===== src/rtl/uart_pkg.sv =====
// uart_pkg: values shared by the UART transmitter and receiver.
//   uart_state_t : receiver/transmitter state encoding
//   CNT_DEFAULT  : bit-period counter terminal value (one bit = CNT+1 clocks)
//   CNT_WIDTH    : width of the bit-period counter
package uart_pkg;

  typedef enum logic [1:0] {
    IDLE  = 2'b00,
    START = 2'b01,
    DATA  = 2'b10,
    STOP  = 2'b11
  } uart_state_t;

  localparam int unsigned CNT_DEFAULT = 1250;
  localparam int          CNT_WIDTH   = 16;

endpackage


===== src/rtl/uart_rx_sync.sv =====
// uart_rx_sync: brings the asynchronous serial line into the clk domain and
// flags a high-to-low transition of the synchronized line.
//   clk       : system clock
//   rst       : asynchronous active-low reset (all flops reset to line-idle 1)
//   rx_serial : raw asynchronous serial input
//   rx_s      : synchronized line (two flops behind the pin)
//   fall      : high for one cycle when rx_s has just gone from 1 to 0
module uart_rx_sync (
  input  logic clk,
  input  logic rst,
  input  logic rx_serial,
  output logic rx_s,
  output logic fall
);

  logic sync1_reg;
  logic sync2_reg;
  logic prev_reg;

  // Resetting to 1 means a line that is already low when reset releases
  // never produces a fall; a fresh 1->0 transition is required.
  always_ff @(posedge clk or negedge rst) begin
    if (!rst) begin
      sync1_reg <= 1'b1;
      sync2_reg <= 1'b1;
      prev_reg  <= 1'b1;
    end else begin
      sync1_reg <= rx_serial;
      sync2_reg <= sync1_reg;
      prev_reg  <= sync2_reg;
    end
  end

  assign rx_s = sync2_reg;
  assign fall = prev_reg & ~sync2_reg;

endmodule


===== src/rtl/uart_rx.sv =====
// uart_rx: 8N1 UART receiver, LSB first, idle-high line.
//   Parameters:
//     CNT  : bit-period counter terminal value (bit = CNT+1 clocks)
//     HALF : counter value at which the start bit is re-checked
//   Ports:
//     clk         : system clock
//     rst         : asynchronous active-low reset
//     i_Rx_serial : asynchronous serial line
//     o_data      : last correctly received byte, held until the next good one
//     o_valid     : one-cycle pulse when o_data updates
//     o_frame_err : one-cycle pulse when the stop bit is sampled low
//     o_busy      : high whenever a frame is in progress
module uart_rx
  import uart_pkg::*;
#(
  parameter int unsigned CNT  = CNT_DEFAULT,
  parameter int unsigned HALF = CNT / 2
) (
  input  logic       clk,
  input  logic       rst,
  input  logic       i_Rx_serial,
  output logic [7:0] o_data,
  output logic       o_valid,
  output logic       o_frame_err,
  output logic       o_busy
);

  localparam logic [CNT_WIDTH-1:0] CNT_TERM  = CNT_WIDTH'(CNT);
  localparam logic [CNT_WIDTH-1:0] HALF_TERM = CNT_WIDTH'(HALF);

  logic rx_s;
  logic fall;

  uart_rx_sync u_sync (
    .clk      (clk),
    .rst      (rst),
    .rx_serial(i_Rx_serial),
    .rx_s     (rx_s),
    .fall     (fall)
  );

  uart_state_t          state_reg, state_next;
  logic [CNT_WIDTH-1:0] cnt_reg,   cnt_next;
  logic [2:0]           idx_reg,   idx_next;
  logic [7:0]           shift_reg, shift_next;
  logic [7:0]           data_reg,  data_next;
  logic                 valid_reg, valid_next;
  logic                 err_reg,   err_next;

  always_ff @(posedge clk or negedge rst) begin
    if (!rst) begin
      state_reg <= IDLE;
      cnt_reg   <= '0;
      idx_reg   <= '0;
      shift_reg <= '0;
      data_reg  <= '0;
      valid_reg <= 1'b0;
      err_reg   <= 1'b0;
    end else begin
      state_reg <= state_next;
      cnt_reg   <= cnt_next;
      idx_reg   <= idx_next;
      shift_reg <= shift_next;
      data_reg  <= data_next;
      valid_reg <= valid_next;
      err_reg   <= err_next;
    end
  end

  always_comb begin
    state_next = state_reg;
    cnt_next   = cnt_reg;
    idx_next   = idx_reg;
    shift_next = shift_reg;
    data_next  = data_reg;
    valid_next = 1'b0;
    err_next   = 1'b0;

    case (state_reg)
      IDLE: begin
        cnt_next = '0;
        idx_next = '0;
        // A line held low (break) gives no fall, so no retrigger.
        if (fall) begin
          state_next = START;
        end
      end

      START: begin
        if (cnt_reg == HALF_TERM) begin
          cnt_next = '0;
          // Line back high at mid-start means it was only a glitch.
          if (rx_s) begin
            state_next = IDLE;
          end else begin
            state_next = DATA;
          end
        end else begin
          cnt_next = cnt_reg + 1'b1;
        end
      end

      DATA: begin
        if (cnt_reg == CNT_TERM) begin
          // Started at mid-start-bit, so every terminal count is mid-bit.
          cnt_next            = '0;
          shift_next[idx_reg] = rx_s;
          if (idx_reg == 3'd7) begin
            state_next = STOP;
            idx_next   = '0;
          end else begin
            idx_next = idx_reg + 3'd1;
          end
        end else begin
          cnt_next = cnt_reg + 1'b1;
        end
      end

      STOP: begin
        if (cnt_reg == CNT_TERM) begin
          // Leaving at mid-stop-bit leaves half a bit to catch the next start.
          cnt_next   = '0;
          state_next = IDLE;
          if (rx_s) begin
            data_next  = shift_reg;
            valid_next = 1'b1;
          end else begin
            err_next = 1'b1;
          end
        end else begin
          cnt_next = cnt_reg + 1'b1;
        end
      end

      default: begin
        state_next = IDLE;
        cnt_next   = '0;
        idx_next   = '0;
      end
    endcase
  end

  assign o_data      = data_reg;
  assign o_valid     = valid_reg;
  assign o_frame_err = err_reg;
  assign o_busy      = (state_reg != IDLE);

endmodule


===== config.mk =====
export PLATFORM = sky130hd
export DESIGN_NAME = uart_rx
export DESIGN_NICKNAME = d
export VERILOG_FILES = /design/src/rtl/uart_pkg.sv /design/src/rtl/uart_rx_sync.sv /design/src/rtl/uart_rx.sv
export SDC_FILE = /design/constraint.sdc
export NUM_CORES = 1
export LEC_CHECK = 0
export BUFFER_PORTS_ARGS = -buffer_cell sky130_fd_sc_hd__buf_2
export CAP_MARGIN = 20
export CELL_PAD_IN_SITES_DETAIL_PLACEMENT = 1
export CELL_PAD_IN_SITES_GLOBAL_PLACEMENT = 2
export CORE_ASPECT_RATIO = 1.75
export CORE_UTILIZATION = 36
export DETAILED_ROUTE_END_ITERATION = 10
export GPL_TIMING_DRIVEN = 0
export PLACE_DENSITY_LB_ADDON = 0.1
export SYNTH_ARGS = -nofsm -noshare
export SYNTH_HDL_FRONTEND = slang
export SYNTH_SLANG_ARGS = --single-unit

===== constraint.sdc =====
create_clock -name clk -period 1.94 [get_ports clk]
set_input_delay 0.388 -clock clk [delete_from_list [all_inputs] [get_ports clk]]
set_output_delay 0.388 -clock clk [all_outputs]
set_load 0.02 [all_outputs]

==> results of run 1 <==
## path summary, 6_finish.rpt
kind,start,end,slack (ps),depth (start not counted)
worst max-delay path,cnt_reg[8],shift_reg[7],7,5
worst min-delay path,i_Rx_serial,u_sync.sync1_reg,180,1
worst max register to register,cnt_reg[8],shift_reg[7],7,5
worst min register to register,u_sync.sync1_reg,u_sync.rx_s,350,0
max in group asynchronous,rst,cnt_reg[13],1070,1
min in group asynchronous,rst,o_frame_err,220,1
## critical path, cell delays in order (launching register included)
cell and delay, ps:
dfrtp_2 460, nor4_4 360, nand4_4 170, buf_4 220, nor4_4 260, mux2_2 360
## report_power, final
part / switching, µW / internal (µW)
sequential: 81.2 / 935
clock: 340 / 258
combinational: 162 / 123
total: 583 / 1320
## layer usage
metal  part of all wire  vias to the layer above  global-route usage
met2               0.58                       11               0.319
met4              0.016                        0              0.0769
li1                   -                      674                   -
met1               0.39                      719               0.181
met3              0.013                        7              0.0308
met5                  0                        -                   0
## cells by family (layout without fill, tap and decap cells)
| group | Yosys count | count (layout) | share of synthesized area |
|---|---|---|---|
| AND/OR/NAND/NOR | 79 | 80 | 0.242 |
| buffers and inverters | 13 | 42 | 0.0267 |
| flip-flops | 42 | 42 | 0.524 |
| AO/OA/AOI/OAI | 5 | 5 | 0.0211 |
| XOR/XNOR | 14 | 14 | 0.0609 |
| adder cells (fa/ha/maj) | 5 | 5 | 0.0311 |
| multiplexers | 17 | 17 | 0.0944 |
## per-stage QoR
| stage | utilization | cells | setup TNS [ps] |
|---|---|---|---|
| 6_report | 0.450 | 279 | 0 |
| 5_1_grt | 0.450 | 279 | -763 |
| 4_1_cts | 0.438 | 276 | -1.67 |
| 3_5_place_dp | 0.407 | 262 | -3240 |
| 3_3_place_gp | 0.407 | 262 | -2920 |
| 2_1_floorplan | - | 175 | 0 |
## synth_stat cells
library cell | number | share of area
o22a_1 | 1 | 0.0043
buf_2 | 1 | 0.0025
xnor2_1 | 13 | 0.057
nor4b_1 | 2 | 0.0087
nor3b_1 | 3 | 0.011
and3_1 | 1 | 0.0031
nor4_2 | 2 | 0.012
nor4_4 | 2 | 0.021
mux2_2 | 14 | 0.078
nand2b_1 | 1 | 0.0031
nand3_1 | 11 | 0.027
a41oi_1 | 1 | 0.0043
dfstp_2 | 3 | 0.039
nor2_1 | 20 | 0.037
mux2i_1 | 1 | 0.0050
ha_1 | 5 | 0.031
xor2_1 | 1 | 0.0043
dfrtp_1 | 39 | 0.48
inv_1 | 6 | 0.011
nor4bb_1 | 1 | 0.0050
nor2b_1 | 1 | 0.0031
nor2_4 | 1 | 0.0056
and3b_1 | 1 | 0.0043
nand4_4 | 1 | 0.011
and4b_1 | 1 | 0.0050
buf_1 | 1 | 0.0019
a21oi_2 | 1 | 0.0043
nor3_1 | 4 | 0.0099
o211ai_1 | 1 | 0.0037
nor4_1 | 8 | 0.025
buf_4 | 1 | 0.0037
nand2_1 | 10 | 0.019
nand4_1 | 4 | 0.012
clkbuf_1 | 4 | 0.0075
o311ai_0 | 1 | 0.0043
mux2_1 | 2 | 0.011
or3_1 | 1 | 0.0031
or2_2 | 1 | 0.0031
nand3b_1 | 2 | 0.0075
or4b_1 | 1 | 0.0050
## timing repair
action                     CTS  global route
pin swaps                    4             4
cloned                       0             1
setup buffers                6             3
setup endpoints to repair   27            27
hold buffers                 0             0
resized for setup            6            10
## final cells by class
cell class / count / area share
plain buffers: 6 / 0.0125
flip-flops and latches: 42 / 0.440
multi-input cells: 121 / 0.403
well taps: 74 / 0.0385
repair buffers: 22 / 0.0582
clock inverters: 3 / 0.00988
clock buffers: 5 / 0.0286
inverters: 6 / 0.00936
==> key figures, run 1 <==
Placement
  • RD Place Congestion: 0.739
  • Pre-CTS setup slack: -267 ps
  • DP HPWL: 3.06 mm
  • Area post-placement: 2170 µm²
  • Buffers on Ports: 13

Pwr
  • Power Density: 789 nW/µm²
  • Peak VDD IR: 0.466 mV
  • Power Total: 1900 µW
  • Leakage: 0.00106 µW

Setup path
  • CP arrival: 2130 ps
  • Critical Path End Type: flip-flop
  • WP data required: 2140 ps
  • Crit Path Class: flip-flop to flip-flop
  • Crit-path max FO: 6
  • Nature of the critical path startpoint: flip-flop

Finish
  • Layout fillers: 612
  • Most common cell after layout, fill and taps aside: dfrtp_1
  • Cell area after layout: 2410 µm²
  • Ant diodes: 0
  • Nets: 212
  • Area Growth Syn to Fin: 19.4%
  • Max FFs per register: 16
  • Seq. cell area: 1060 µm²
  • Layout cells sized above 1: 0.332
  • Multi-input logic area: 970 µm²
  • Commonest cells after routing, fill and taps aside: dfrtp_1 (36), nor2_1 (20), mux2_2 (14), xnor2_1 (13), buf_2 (13)

Floorplanning
  • Core area: 5340 µm²
  • Starting Density: 0.377
  • Die Width: 58.5 µm
  • Die Area: 5910 µm²
  • Chip height: 101 µm
  • Std-Cell Rows: 35
  • IO Pins: 14

Drt
  • Post-route ant nets: 0
  • WL final: 4.63 mm
  • Iter 0 DRT Violations: 39
  • Vias post-DR: 1,411
  • DRT Pass-1 Iters: 3
  • DR WL/cell: 16.6 µm
  • Vias/cell: 5.06
  • DRC: 0

Clocking
  • Clk_lat worst skew: 300 ps
  • CTS tree: built
  • Maximum root-to-sink buffer count: 2
  • Reg clk slew, reported paths: 90 ps
  • Clock root buffer: clkbuf_8
  • Htree depth: 2
  • CTS buffer count: 5
  • # clock sinks: 42

Timing
  • Final cycle utilization of the critical path: 0.996
  • Final Hold Viols: 0
  • Worst hold slack: 184 ps
  • RSZ-0062 raised after global routing: yes
  • Worst rel slew slack: 0.371
  • Fmax: 517 MHz
  • Final Max Slew Viols: 0
  • Setup violators final: 0
  • Fin worst setup slack: 7.06 ps
  • Worst slew pin tran: 943 ps
  • Worst clock skew: 9.93 ps
  • Shortest period the worst path allows: 1930 ps

Logic synthesis
  • Sequential cell area fraction in the yosys report: 0.524
  • Post-synth net total: 183
  • Synth unique cells: 40
  • Flops & latches, synth: 42
  • Synth warn: 0
  • Cell count after synthesis: 175
  • Syn Area/Cell: 11.5 µm²
  • Mapped cell area: 2010 µm²

Global routing
  • Total track usage: 0.171
  • Grt ovf: 0
  • Largest net degree at the start of global routing: 43
  • Vias in the first global route: 1,468
  • First-pass GRT wire length: 7.40 mm
  • Initial antenna violation count: 0

Run status
  • Status: finished, final reports clean

Min path
  • Hold Path Class: input port to flip-flop

Run
  • Max-cap violations: 0
(Power assumes the default switching activity.)
==> run 2: changes to the inputs <==
PLACE_DENSITY_LB_ADDON = 0.3   (was 0.1)
==> run 2 against run 1 <==
Worst hold slack improved by 6.2 ps. Sequential share of layout area decreased by 0.65 points. Setup slack improved by 19 ps. Clock power increased by 14%. Flip-flop and latch count unchanged. Utilization increased by 0.68 points. Non-clock buffer count increased by 2. Wire length decreased by 3.6%. Critical path depth increased by 2. Final cell count increased by 0.72%. Critical endpoint is now idx_reg[0]. Largest power group unchanged.
==> key figures, run 2 (synthesis results as in run 1) <==
Finish
  • Area Growth Syn to Fin: 21.2% (was 19.4%)
  • Ant diodes: 0 (unchanged)
  • Layout fillers: 622 (was 612)
  • Layout cells sized above 1: 0.333 (was 0.332)
  • Commonest cells after routing, fill and taps aside: dfrtp_1 (36), nor2_1 (20), mux2_2 (14), xnor2_1 (13), buf_2 (13) (unchanged)
  • Nets: 214 (was 212)
  • Most common cell after layout, fill and taps aside: dfrtp_1 (unchanged)
  • Cell area after layout: 2440 µm² (was 2410 µm²)
  • Max FFs per register: 16 (unchanged)

Drt
  • DRT Pass-1 Iters: 4 (was 3)
  • Iter 0 DRT Violations: 23 (was 39)
  • Vias/cell: 5.09 (was 5.06)
  • Post-route ant nets: 0 (unchanged)
  • WL final: 4.47 mm (was 4.63 mm)
  • Vias post-DR: 1,430 (was 1,411)
  • DRC: 0 (unchanged)
  • DR WL/cell: 15.9 µm (was 16.6 µm)

Floorplanning
  • Starting Density: 0.377 (unchanged)
  • Die Width: 58.5 µm (unchanged)
  • Std-Cell Rows: 35 (unchanged)
  • Die Area: 5910 µm² (unchanged)
  • Core area: 5340 µm² (unchanged)
  • IO Pins: 14 (unchanged)
  • Chip height: 101 µm (unchanged)

Placement
  • Pre-CTS setup slack: -238 ps (was -267 ps)
  • DP HPWL: 3.06 mm (about the same)
  • Buffers on Ports: 13 (unchanged)
  • Area post-placement: 2170 µm² (unchanged)
  • RD Place Congestion: 0.725 (was 0.739)

Clocking
  • Htree depth: 2 (unchanged)
  • Maximum root-to-sink buffer count: 2 (unchanged)
  • CTS Hold Bufs: 0 (unchanged)
  • # clock sinks: 42 (unchanged)
  • Reg clk slew, reported paths: 80 ps (was 90 ps)
  • Clk_lat worst skew: 290 ps (was 300 ps)
  • CTS buffer count: 5 (unchanged)
  • CTS tree: built (unchanged)
  • Clock root buffer: clkbuf_8 (unchanged)

Timing
  • RSZ-0062 raised after global routing: yes (unchanged)
  • Shortest period the worst path allows: 1910 ps (was 1930 ps)
  • Worst clock skew: 4.86 ps (was 9.93 ps)
  • Worst rel slew slack: 0.370 (was 0.371)
  • Worst slew pin tran: 945 ps (was 943 ps)
  • Setup violators final: 0 (unchanged)
  • Aggregate negative setup slack: 0 ps (unchanged)
  • Fmax: 522 MHz (was 517 MHz)
  • Final cycle utilization of the critical path: 0.987 (was 0.996)
  • Fin worst setup slack: 25.6 ps (was 7.06 ps)
  • Final Hold Viols: 0 (unchanged)
  • Final Max Slew Viols: 0 (unchanged)

Global routing
  • Largest net degree at the start of global routing: 43 (unchanged)
  • First-pass GRT wire length: 7.38 mm (was 7.40 mm)
  • Total track usage: 0.168 (was 0.171)
  • Initial antenna violation count: 0 (unchanged)
  • Grt ovf: 0 (unchanged)
  • Vias in the first global route: 1,567 (was 1,468)

Setup path
  • Critical Path End Type: flip-flop (unchanged)
  • Setup slack, reg-to-reg: 30 ps (was 7 ps)
  • Crit Path Class: flip-flop to flip-flop (unchanged)
  • Nature of the critical path startpoint: flip-flop (unchanged)
  • WP data required: 2170 ps (was 2140 ps)
  • CP arrival: 2140 ps (was 2130 ps)
  • Crit-path max FO: 3 (was 6)

Pwr
  • Leakage: 0.00106 µW (about the same)
  • Power Total: 2020 µW (was 1900 µW)
  • Power Density: 829 nW/µm² (was 789 nW/µm²)
  • Peak VDD IR: 0.476 mV (was 0.466 mV)

Run status
  • Status: finished, final reports clean (unchanged)

Min path
  • Hold Path Class: input port to flip-flop (unchanged)

Run
  • Max-cap violations: 0 (unchanged)
run 2: layout make-up:
cell class,instances,area (µm²),share of cell area
clock buffer,5,68.8,0.0282
clock inverter,3,40.0,0.0164
tap,74,92.6,0.0379
buffer,7,33.8,0.0138
inverter,6,22.5,0.00922
timing repair buffer,23,153,0.0625
sequential,42,1060,0.433
multi-input combinational,121,973,0.399
run 2: metrics by stage:
stage	hold slack [ps]	util	std cells
after CTS	189	0.447	277
after detailed placement	357	0.407	262
final	190	0.457	281
after global placement	348	0.407	262
after floorplan	92.4	-	175
after global routing	182	0.457	281
run 2: final timing paths:
kind,startpoint,to,depth (start not counted)
hold reg to reg,u_sync.sync1_reg,u_sync.rx_s,0
min in group asynchronous,rst,o_frame_err,1
hold / removal,i_Rx_serial,u_sync.sync1_reg,1
max in group asynchronous,rst,cnt_reg[8],1
setup reg to reg,cnt_reg[14],idx_reg[0],7
setup / recovery,cnt_reg[14],idx_reg[0],7
run 2: worst max-delay path, cell delays in order (launching register included):
cell	delay, ps
dfrtp_1	440
nor4_4	270
buf_4	170
nand4_4	110
buf_4	180
buf_4	130
or4b_1	450
nand3_1	90
run 2: what timing repair did:
item	CTS	global route
gates cloned	0	1
pin swaps	4	2
hold endpoints to repair	0	0
buffers inserted	7	3
resized for setup	8	5
setup endpoints to repair	27	27
run 2: power by group:
part | total (µW) | leakage [µW] | internal [µW] | switching [µW]
logic | 341 | 0.000445 | 152 | 190
clock network | 681 | 0.0000579 | 379 | 302
registers | 1000 | 0.000562 | 934 | 67.7
run 2: layer usage:
layer  global-route usage  up-vias  routed length [µm]
met3               0.0270        6                  65
li1                     -      679                   -
met2                0.335       10                2690
met1                0.164      735                1640
met4               0.0623        0                  76
met5                    0        -                   0
